File: src/rtl/alu_pkg.sv
// Shared ALU function codes and multiplier-sequencer state encoding.
// fn bit order follows the Hack ALU: {zx, nx, zy, ny, f, no}.
package alu_pkg;

  localparam int          W         = 16;
  localparam logic [5:0]  FN_ADD    = 6'b000010;
  localparam logic [5:0]  FN_PASS_X = 6'b001100;
  localparam logic [4:0]  LAST_BIT  = 5'd15;

  typedef enum logic [1:0] {
    IDLE = 2'd0,
    ADD  = 2'd1,
    DBL  = 2'd2,
    DONE = 2'd3
  } mul_state_e;

endpackage

File: src/rtl/alu.sv
// Hack ALU: optional zero/negate of each operand, add or AND, optional output negate.
// fn = {zx, nx, zy, ny, f, no}.
module alu
  import alu_pkg::*;
(
  input  logic [W-1:0] x_i,
  input  logic [W-1:0] y_i,
  input  logic [5:0]   fn_i,
  output logic [W-1:0] out_o,
  output logic         zr_o,
  output logic         ng_o
);

  logic [W-1:0] x_z, x_n, y_z, y_n, res;

  always_comb begin
    x_z   = fn_i[5] ? '0 : x_i;
    x_n   = fn_i[4] ? ~x_z : x_z;
    y_z   = fn_i[3] ? '0 : y_i;
    y_n   = fn_i[2] ? ~y_z : y_z;
    res   = fn_i[1] ? (x_n + y_n) : (x_n & y_n);
    out_o = fn_i[0] ? ~res : res;
  end

  assign zr_o = ~|out_o;
  assign ng_o = out_o[W-1];

endmodule

File: src/rtl/alu_mul_seq.sv
// Shift-and-add 16x16 multiplier (low 16 bits) that issues every add and doubling
// through a single Hack ALU instance. ADD/DBL alternate 16 times unless EARLY_EXIT.
module alu_mul_seq
  import alu_pkg::*;
#(
  parameter bit EARLY_EXIT = 1'b0
) (
  input  logic         clk,
  input  logic         reset,
  input  logic         in_valid,
  output logic         in_ready,
  input  logic [W-1:0] a,
  input  logic [W-1:0] b,
  output logic         out_valid,
  input  logic         out_ready,
  output logic [W-1:0] product,
  output logic         zr,
  output logic         ng
);

  mul_state_e   state_q, state_d;
  logic [W-1:0] acc_q, acc_d;
  logic [W-1:0] mcand_q, mcand_d;
  logic [W-1:0] mplier_q, mplier_d;
  logic [4:0]   cnt_q, cnt_d;
  logic [W-1:0] prod_q, prod_d;

  logic [W-1:0] alu_x, alu_y, alu_out;
  logic [5:0]   alu_fn;
  logic         alu_zr, alu_ng;
  logic [1:0]   unused_alu_flags;

  // Operand mux: ADD accumulates, DBL doubles the multiplicand, otherwise pass acc.
  always_comb begin
    alu_x  = acc_q;
    alu_y  = '0;
    alu_fn = FN_PASS_X;
    unique case (state_q)
      ADD: begin
        alu_x  = acc_q;
        alu_y  = mcand_q;
        alu_fn = FN_ADD;
      end
      DBL: begin
        alu_x  = mcand_q;
        alu_y  = mcand_q;
        alu_fn = FN_ADD;
      end
      default: ;
    endcase
  end

  alu u_alu (
    .x_i   (alu_x),
    .y_i   (alu_y),
    .fn_i  (alu_fn),
    .out_o (alu_out),
    .zr_o  (alu_zr),
    .ng_o  (alu_ng)
  );

  // Result flags come from the product register, not from the ALU.
  assign unused_alu_flags = {alu_zr, alu_ng};

  always_comb begin
    state_d  = state_q;
    acc_d    = acc_q;
    mcand_d  = mcand_q;
    mplier_d = mplier_q;
    cnt_d    = cnt_q;
    prod_d   = prod_q;
    unique case (state_q)
      IDLE: begin
        if (in_valid) begin
          acc_d    = '0;
          mcand_d  = a;
          mplier_d = b;
          cnt_d    = '0;
          state_d  = ADD;
        end
      end
      ADD: begin
        if (EARLY_EXIT && (mplier_q == '0)) begin
          prod_d  = acc_q;
          state_d = DONE;
        end else begin
          if (mplier_q[0]) acc_d = alu_out;
          state_d = DBL;
        end
      end
      DBL: begin
        mcand_d  = alu_out;
        mplier_d = mplier_q >> 1;
        cnt_d    = cnt_q + 5'd1;
        if (cnt_q == LAST_BIT) begin
          prod_d  = acc_q;
          state_d = DONE;
        end else begin
          state_d = ADD;
        end
      end
      DONE: begin
        if (out_ready) state_d = IDLE;
      end
      default: state_d = IDLE;
    endcase
  end

  always_ff @(posedge clk) begin
    if (reset) begin
      state_q  <= IDLE;
      acc_q    <= '0;
      mcand_q  <= '0;
      mplier_q <= '0;
      cnt_q    <= '0;
      prod_q   <= '0;
    end else begin
      state_q  <= state_d;
      acc_q    <= acc_d;
      mcand_q  <= mcand_d;
      mplier_q <= mplier_d;
      cnt_q    <= cnt_d;
      prod_q   <= prod_d;
    end
  end

  assign in_ready  = (state_q == IDLE);
  assign out_valid = (state_q == DONE);
  assign product   = prod_q;
  assign zr        = ~|prod_q;
  assign ng        = prod_q[W-1];

endmodule
File: config.mk
export PLATFORM = sky130hd
export DESIGN_NAME = alu_mul_seq
export DESIGN_NICKNAME = d
export VERILOG_FILES = /design/src/rtl/alu_pkg.sv /design/src/rtl/alu.sv /design/src/rtl/alu_mul_seq.sv
export SDC_FILE = /design/constraint.sdc
export NUM_CORES = 1
export LEC_CHECK = 0
export CORE_ASPECT_RATIO = 0.9
export CORE_MARGIN = 5
export CORE_UTILIZATION = 55
export CTS_CLUSTER_SIZE = 8
export DETAILED_ROUTE_END_ITERATION = 6
export PLACE_DENSITY_LB_ADDON = 0.15
export SLEW_MARGIN = 40
export SYNTH_ARGS = -nofsm -noshare
export SYNTH_HDL_FRONTEND = slang
export SYNTH_HIERARCHICAL = 1
export SYNTH_SLANG_ARGS = --single-unit
export TNS_END_PERCENT = 1
File: constraint.sdc
create_clock -name clk -period 9.35 [get_ports clk]
set_clock_uncertainty 0.05 [all_clocks]
set_input_delay 2.3375 -clock clk [delete_from_list [all_inputs] [get_ports clk]]
set_output_delay 2.3375 -clock clk [all_outputs]
set_load 0.05 [all_outputs]
==> results of run 1 <==
## flip-flops by register name (all words and copies together) (netlist names)
signal and count:
acc_q 16, mcand_q 16, mplier_q 16, product 16, cnt_q 5, state_q 2
## power by group through the flow
stage                     clock network, mW  logic, mW  registers, mW
after floorplan                           0      0.391          0.342
after global placement                    0      0.458          0.346
after detailed placement                  0      0.469          0.348
after CTS                             0.258      0.471          0.341
after global routing                  0.272      0.521          0.344
final                                 0.251      0.476          0.341
## routing by layer
metal / global-route usage (%) / vias up / wire length [um]
li1: - / 2155 / -
met1: 25.2 / 2059 / 5310
met2: 40.3 / 102 / 6180
met3: 5.68 / 16 / 570
met4: 6.10 / 0 / 186
met5: 0 / - / 0
## worst max-delay path, delay by kind of cell, from the launching register on
| family | cells | cell delay (ns) |
|---|---|---|
| buffers and inverters | 3 | 0.82 |
| flip-flops | 1 | 0.42 |
| XOR/XNOR | 2 | 0.23 |
| AO/OA/AOI/OAI | 6 | 1.11 |
| multiplexers | 1 | 0.19 |
| AND/OR/NAND/NOR | 2 | 0.69 |
| adder cells (fa/ha/maj) | 3 | 1.01 |
## layout make-up
type / instances / share of cell area (%)
timing repair buffer: 58 / 9.56
tap: 122 / 2.57
clock inverter: 3 / 0.716
sequential: 71 / 23.9
inverter: 14 / 0.885
clock buffer: 12 / 2.61
multi-input combinational: 475 / 59.7
## metrics by stage
step	setup slack [ns]	util [%]
6_report	4.66	64.8
3_3_place_gp	4.60	62.5
3_5_place_dp	4.67	62.5
2_1_floorplan	4.83	-
4_1_cts	4.67	64.7
5_1_grt	4.26	64.8
## worst max path at each step
| stage | from | endpoint | cells past startpoint |
|---|---|---|---|
| final | state_q[0] | mcand_q[14] | 17 |
| after global routing | state_q[1] | mcand_q[14] | 17 |
| after CTS | state_q[0] | mcand_q[14] | 17 |
| after detailed placement | state_q[0] | mcand_q[14] | 17 |
| after global placement | state_q[0] | mcand_q[14] | 17 |
| after floorplan | state_q[0] | mcand_q[14] | 18 |
==> flow_summary_export.csv, run 1 <==
group,metric,value,unit
placement,place_congestion,0.834,
cells_and_area,seqCellArea,1420,um^2
critical_path,slowest_delay,0.46,ns
critical_path,critical_path_class,"reg2reg",
min_path,holdCritStartpoint,"mplier_q[15]",
critical_path,crit_path_start_kind,"flip-flop",
global_routing,grt.overflow.total,0,
floorplan,die_x,113,um
clock_tree,post-cts-setup-buffers,0,
critical_path,crit_arrival,4.85,ns
clock_tree,ctsResizeCount,0,
floorplan,die_area,11500,um^2
power_and_ir_drop,p_leak,2.07,nW
placement,hpwl,8840,um
yosys,netlist_area,5210,um^2
global_routing,grt_pass1_vias,4187,
sta,min_period_over_period,50.2,%
cells_and_area,multiInputGateArea,3550,um^2
critical_path,rr_worst_depth,17,
placement,postPlaceCellArea,5730,um^2
cells_and_area,fin_area,5940,um^2
power_and_ir_drop,p_switching,0.406,mW
clock_tree,postCtsHoldBufs,0,
status,status,"complete, no violations",
cells_and_area,layout_common_cells,"dfxtp_1 (71), clkdlybuf4s50_1 (54), nand2_1 (53)",
detailed_routing,wl,12200,um
critical_path,endpoint_kind,"flip-flop",
power_and_ir_drop,seq_power_share,31.9,%
min_path,holdCritPathClass,"reg2reg",
clock_tree,cts_tree,"built",
cells_and_area,area_growth,13.9,%
floorplan,start_util,56.9,%
global_routing,grt_antenna_before_repair,0,
detailed_routing,drc,0,
floorplan,coreArea,9170,um^2
global_routing,grt_pass1_wl,20300,um
sta,setup_viol,0,
sta,tightest_slew,0.827,ns
yosys,syn_area_per_cell,8.85,um^2
detailed_routing,vias_per_cell,5.74,
floorplan,die_h,102,um
power_and_ir_drop,power,1.07,mW
power_and_ir_drop,power_density,180,nW/um^2
detailed_routing,vias,4332,
power_and_ir_drop,clkPwrFrac,23.5,%
critical_path,r2r-start,"state_q[0]",
critical_path,crit_required,9.51,ns
detailed_routing,wl_per_cell,16.2,um
sta,relSlewSlack,44.9,%
critical_path,rr_endpoint,"mcand_q[14]",
cells_and_area,fin_cells,755,
detailed_routing,drtAntennaViolNets,0,
sta,period_needed,4.69,ns
clock_tree,clk_latency,0.36,ns
global_routing,grt_usage,21.9,%
clock_tree,cts.sinks,71,
sta,finalHoldViolations,0,
detailed_routing,first_pass_iters,5,
power_and_ir_drop,ir_worst_vdd,0.125,mV
yosys,synth_cells,589,
power_and_ir_drop,switching_share,38.0,%
placement,buffer_ports.inserted,55,
critical_path,reg2reg_slack,4.66,ns
min_path,min_to,"mplier_q[15]",
clock_tree,clk_pin_slew_worst_paths,0.07,ns
min_path,min_delay_path_depth,2,
placement,dp_cells,740,
sta,maxClockFrequency,213,MHz
detailed_routing,drt-initial-drc-count,214,
clock_tree,numCtsBuffers,9,
sta,setup_tns,0,ns
cells_and_area,n_antenna_cell,0,
floorplan,core.rowCount,33,
critical_path,cp_slowest_cell,"fa_1",
flow_run,max_cap_violations,0,
floorplan,io_pins,56,
cells_and_area,nFillCells,772,
power_and_ir_drop,p_int,0.662,mW
sta,drv_slew,0,
clock_tree,cts.htree.levels,3,
cells_and_area,final_nets,688,
clock_tree,clockBufferDepth,2,
critical_path,cp_max_fo,46,
power_and_ir_drop,pwr-share-comb,44.6,%
yosys,yosysWarnings,6,
global_routing,grt_max_degree,66,
cells_and_area,final_common_cell,"dfxtp_1",
sta,fin_hold_ws,0.412,ns
cells_and_area,drive_above_1_share,13.3,%
critical_path,cp_cell_sequence,"inv_1 -> ha_1 -> buf_4 -> inv_2 -> nand2b_1 -> xnor2_1 -> ha_1 -> fa_1 -> a211oi_4 -> o21ai_0 -> a21oi_1 -> o311ai_0 -> or3_2 -> a31oi_1 -> xnor2_1 -> mux2i_1 -> a211oi_2",
sta,rsz0062_at_grt,"false",
clock_tree,cts_root_buffer,"clkbuf_8",
Note: power is estimated with default switching activity, not from simulation.
==> run 2, diff against run 1 <==
clock period = 4.4 ns   (was 9.35 ns; I/O delays follow)
==> flow_summary_export.csv, run 2 (synthesized netlist as in run 1, its figures left out) <==
group,metric,value,unit
status,status,"complete, no violations",
sta,drv_slew,0,
placement,postPlaceCellArea,5780,um^2
placement,buffer_ports.inserted,55,
cells_and_area,fin_cells,761,
clock_tree,clk_latency,0.36,ns
critical_path,cp_top_family,"compound AO/OA/AOI/OAI gates",
detailed_routing,vias,4341,
critical_path,endpoint_kind,"flip-flop",
floorplan,coreArea,9170,um^2
detailed_routing,vias_per_cell,5.70,
cells_and_area,final_nets,693,
critical_path,slowest_delay,0.47,ns
cells_and_area,fin_area,6020,um^2
power_and_ir_drop,power,2.34,mW
floorplan,io_pins,56,
detailed_routing,drt-initial-drc-count,309,
placement,place_congestion,0.853,
critical_path,cp_slowest_cell,"fa_1",
min_path,holdCritStartpoint,"mplier_q[15]",
cells_and_area,layout_common_cells,"dfxtp_1 (71), clkdlybuf4s50_1 (54), nand2_1 (53)",
min_path,min_delay_path_depth,2,
global_routing,grt.overflow.total,0,
critical_path,crit_path_start_kind,"flip-flop",
detailed_routing,drtAntennaViolNets,0,
detailed_routing,wl_per_cell,16.1,um
clock_tree,cts_root_buffer,"clkbuf_8",
critical_path,rr_worst_depth,16,
floorplan,start_util,56.9,%
sta,min_period_over_period,92.3,%
critical_path,crit_cells,16,
critical_path,cp_max_fo,11,
clock_tree,ctsResizeCount,0,
floorplan,die_h,102,um
clock_tree,post-cts-setup-buffers,0,
power_and_ir_drop,ir_worst_vdd,0.331,mV
sta,worst_slack,0.337,ns
sta,relSlewSlack,53.9,%
power_and_ir_drop,power_density,388,nW/um^2
detailed_routing,wl,12200,um
placement,dp_cells,745,
global_routing,grt_pass1_vias,4228,
sta,period_needed,4.06,ns
global_routing,grt_usage,22.0,%
placement,dpl_worst_slack,0.386,ns
clock_tree,cts.sinks,71,
critical_path,reg2reg_slack,0.34,ns
clock_tree,cts.htree.levels,3,
clock_tree,clk_pin_slew_worst_paths,0.08,ns
floorplan,die_x,113,um
critical_path,cp-startpoint,"state_q[0]",
sta,maxClockFrequency,246,MHz
cells_and_area,area_growth,15.4,%
power_and_ir_drop,p_leak,2.11,nW
critical_path,crit_arrival,4.23,ns
sta,rsz0062_at_grt,"false",
cells_and_area,drive_above_1_share,14.1,%
sta,setup_viol,0,
detailed_routing,drc,0,
critical_path,r2r-start,"state_q[0]",
global_routing,grt_antenna_before_repair,0,
clock_tree,clockBufferDepth,2,
cells_and_area,utilization,65.6,%
clock_tree,cts_tree,"built",
floorplan,die_area,11500,um^2
critical_path,crit_required,4.57,ns
flow_run,max_cap_violations,0,
critical_path,critPathBufInv,3,
cells_and_area,n_antenna_cell,0,
sta,setup_tns,0,ns
global_routing,grt_pass1_wl,20500,um
clock_tree,postCtsHoldBufs,0,
detailed_routing,first_pass_iters,4,
min_path,holdCritPathClass,"reg2reg",
cells_and_area,final_common_cell,"dfxtp_1",
sta,fin_hold_ws,0.411,ns
critical_path,cp_cell_sequence,"inv_1 -> ha_1 -> inv_1 -> buf_4 -> xnor2_1 -> ha_1 -> fa_1 -> a211oi_4 -> o21ai_0 -> a21oi_1 -> o311ai_0 -> or3_2 -> a31oi_1 -> xnor2_1 -> mux2i_1 -> a211oi_2",
critical_path,critical_path_class,"reg2reg",
global_routing,grt_max_degree,66,
clock_tree,numCtsBuffers,9,
sta,finalHoldViolations,0,
placement,hpwl,9110,um
floorplan,core.rowCount,33,
sta,tightest_slew,0.689,ns
[run 2: layout make-up]
class                           count  area [um^2]
Clock buffer                        9          124
Clock inverter                      7         97.6
Fill cell                         806         3150
Inverter                           14         52.6
Multi-Input combinational cell    475         3550
Sequential cell                    71         1420
Tap cell                          122          153
Timing Repair Buffer               63          621
[run 2: routing by layer]
metal	share of wire [%]	track usage (%)
met4	1.8	7.21
met1	45	27.0
met2	49	38.7
met3	4.4	4.85
met5	0	0
[run 2: where the power goes]
group	total [mW]	internal, mW	switching, mW
sequential	0.723	0.691	0.0323
combinational	1.03	0.440	0.593
clock	0.580	0.319	0.260
total	2.34	1.45	0.885
[run 2: final timing paths]
| kind | end |
|---|---|
| max | mcand_q[14] |
| min | mplier_q[15] |
| max reg2reg | mcand_q[14] |
| min reg2reg | mplier_q[15] |
[run 2: worst min-delay path: stages, from the launching register on]
cell and delay [ns]:
dfxtp_1 0.32, nand2_1 0.05, a21oi_1 0.05
==> run 3, diff against run 2 <==
MAX_ROUTING_LAYER = met4   (was not set)
==> flow_summary_export.csv, run 3 (synthesized netlist as in run 1, its figures left out) <==
group,metric,value,unit
placement,postPlaceCellArea,5780,um^2
cells_and_area,fin_area,6020,um^2
placement,dpl_worst_slack,0.386,ns
global_routing,grt_pass1_vias,4242,
min_path,holdCritPathClass,"reg2reg",
clock_tree,cts_tree,"built",
cells_and_area,final_common_cell,"dfxtp_1",
global_routing,grt_usage,22.7,%
critical_path,reg2reg_slack,0.34,ns
clock_tree,clk_pin_slew_worst_paths,0.08,ns
sta,finalHoldViolations,0,
clock_tree,cts.sinks,71,
detailed_routing,vias_per_cell,5.70,
cells_and_area,utilization,65.6,%
power_and_ir_drop,seq_power_share,30.9,%
critical_path,rr_endpoint,"mcand_q[14]",
cells_and_area,n_antenna_cell,0,
global_routing,grt_max_degree,66,
clock_tree,clk_latency,0.36,ns
sta,fin_hold_ws,0.410,ns
floorplan,core.rowCount,33,
floorplan,start_util,56.9,%
power_and_ir_drop,p_leak,2.11,nW
sta,period_needed,4.06,ns
power_and_ir_drop,p_switching,0.887,mW
detailed_routing,drc,0,
cells_and_area,area_growth,15.4,%
power_and_ir_drop,switching_share,37.9,%
detailed_routing,first_pass_iters,5,
global_routing,grt_antenna_before_repair,0,
sta,worst_slack,0.335,ns
floorplan,die_h,102,um
critical_path,endpoint_kind,"flip-flop",
clock_tree,cts.htree.levels,3,
clock_tree,clockBufferDepth,2,
sta,tightest_slew,0.695,ns
critical_path,cp-startpoint,"state_q[0]",
power_and_ir_drop,pwr-share-comb,44.3,%
floorplan,die_x,113,um
power_and_ir_drop,ir_worst_vdd,0.330,mV
clock_tree,numCtsBuffers,9,
critical_path,cp_slowest_cell,"fa_1",
power_and_ir_drop,p_int,1.45,mW
sta,rsz0062_at_grt,"false",
critical_path,crit_required,4.57,ns
sta,min_period_over_period,92.4,%
power_and_ir_drop,power_density,389,nW/um^2
global_routing,grt_pass1_wl,20500,um
detailed_routing,vias,4337,
detailed_routing,wl,12300,um
floorplan,die_area,11500,um^2
critical_path,cp_cell_sequence,"inv_1 -> ha_1 -> inv_1 -> buf_4 -> xnor2_1 -> ha_1 -> fa_1 -> a211oi_4 -> o21ai_0 -> a21oi_1 -> o311ai_0 -> or3_2 -> a31oi_1 -> xnor2_1 -> mux2i_1 -> a211oi_2",
cells_and_area,final_nets,693,
critical_path,cp_max_fo,11,
critical_path,crit_cells,16,
clock_tree,postCtsHoldBufs,0,
sta,maxClockFrequency,246,MHz
power_and_ir_drop,clkPwrFrac,24.8,%
critical_path,slowest_delay,0.47,ns
placement,buffer_ports.inserted,55,
status,status,"complete, no violations",
flow_run,max_cap_violations,0,
sta,setup_viol,0,
floorplan,coreArea,9170,um^2
clock_tree,ctsResizeCount,0,
critical_path,rr_worst_depth,16,
critical_path,r2r-start,"state_q[0]",
sta,drv_slew,0,
clock_tree,cts_root_buffer,"clkbuf_8",
global_routing,grt.overflow.total,0,
critical_path,critPathBufInv,3,
sta,relSlewSlack,53.5,%
floorplan,io_pins,56,
placement,hpwl,9110,um
cells_and_area,drive_above_1_share,14.1,%
cells_and_area,layout_common_cells,"dfxtp_1 (71), clkdlybuf4s50_1 (54), nand2_1 (53)",
placement,place_congestion,0.866,
sta,setup_tns,0,ns
critical_path,crit_path_start_kind,"flip-flop",
critical_path,endpoint,"mcand_q[14]",
detailed_routing,drtAntennaViolNets,0,
critical_path,crit_arrival,4.23,ns
detailed_routing,wl_per_cell,16.1,um
critical_path,critical_path_class,"reg2reg",
clock_tree,post-cts-setup-buffers,0,
critical_path,cp_top_family,"compound AO/OA/AOI/OAI gates",
detailed_routing,drt-initial-drc-count,284,
run 3: power groups by stage:
stage | clock network [mW] | registers, mW | logic (mW)
after floorplan | 0 | 0.727 | 0.833
after CTS | 0.592 | 0.723 | 1.02
after global routing | 0.622 | 0.729 | 1.14
after detailed placement | 0 | 0.738 | 1.02
final | 0.580 | 0.723 | 1.04
after global placement | 0 | 0.736 | 0.997
run 3: cell type report:
class	count	area, um^2
Clock buffer	9	124
Timing Repair Buffer	63	621
Inverter	14	52.6
Multi-Input combinational cell	475	3550
Tap cell	122	153
Fill cell	806	3150
Clock inverter	7	97.6
Sequential cell	71	1420
run 3: worst min-delay path, stage by stage (launching register included):
cell and delay, ns:
dfxtp_1 0.32, nand2_1 0.05, a21oi_1 0.05
run 3: worst min path at each step:
stage                               to  depth (start not counted)  slack (ns)          from
final                     mplier_q[15]                          2        0.41  mplier_q[15]
after global routing      mplier_q[15]                          2        0.43  mplier_q[15]
after CTS                 mplier_q[15]                          2        0.41  mplier_q[15]
after detailed placement  mplier_q[15]                          2        0.40  mplier_q[15]
after global placement    mplier_q[15]                          2        0.39  mplier_q[15]
after floorplan           mplier_q[15]                          2        0.38  mplier_q[15]
run 3: routing by layer:
metal  share of wire (%)  GRT usage [%]  up-vias
li1                    -              -     2162
met1                  45           27.0     2042
met2                  49           38.7      118
met3                 5.0           4.74       15
met4                 1.4           7.21        0
met5                   0              -        -
run 3: per-stage QoR:
| stage | power, mW | std cells |
|---|---|---|
| CTS | 2.34 | 761 |
| detailed placement | 1.76 | 745 |
| global placement | 1.73 | 745 |
| global route | 2.49 | 761 |
| floorplan | 1.56 | 599 |
| finish | 2.34 | 761 |
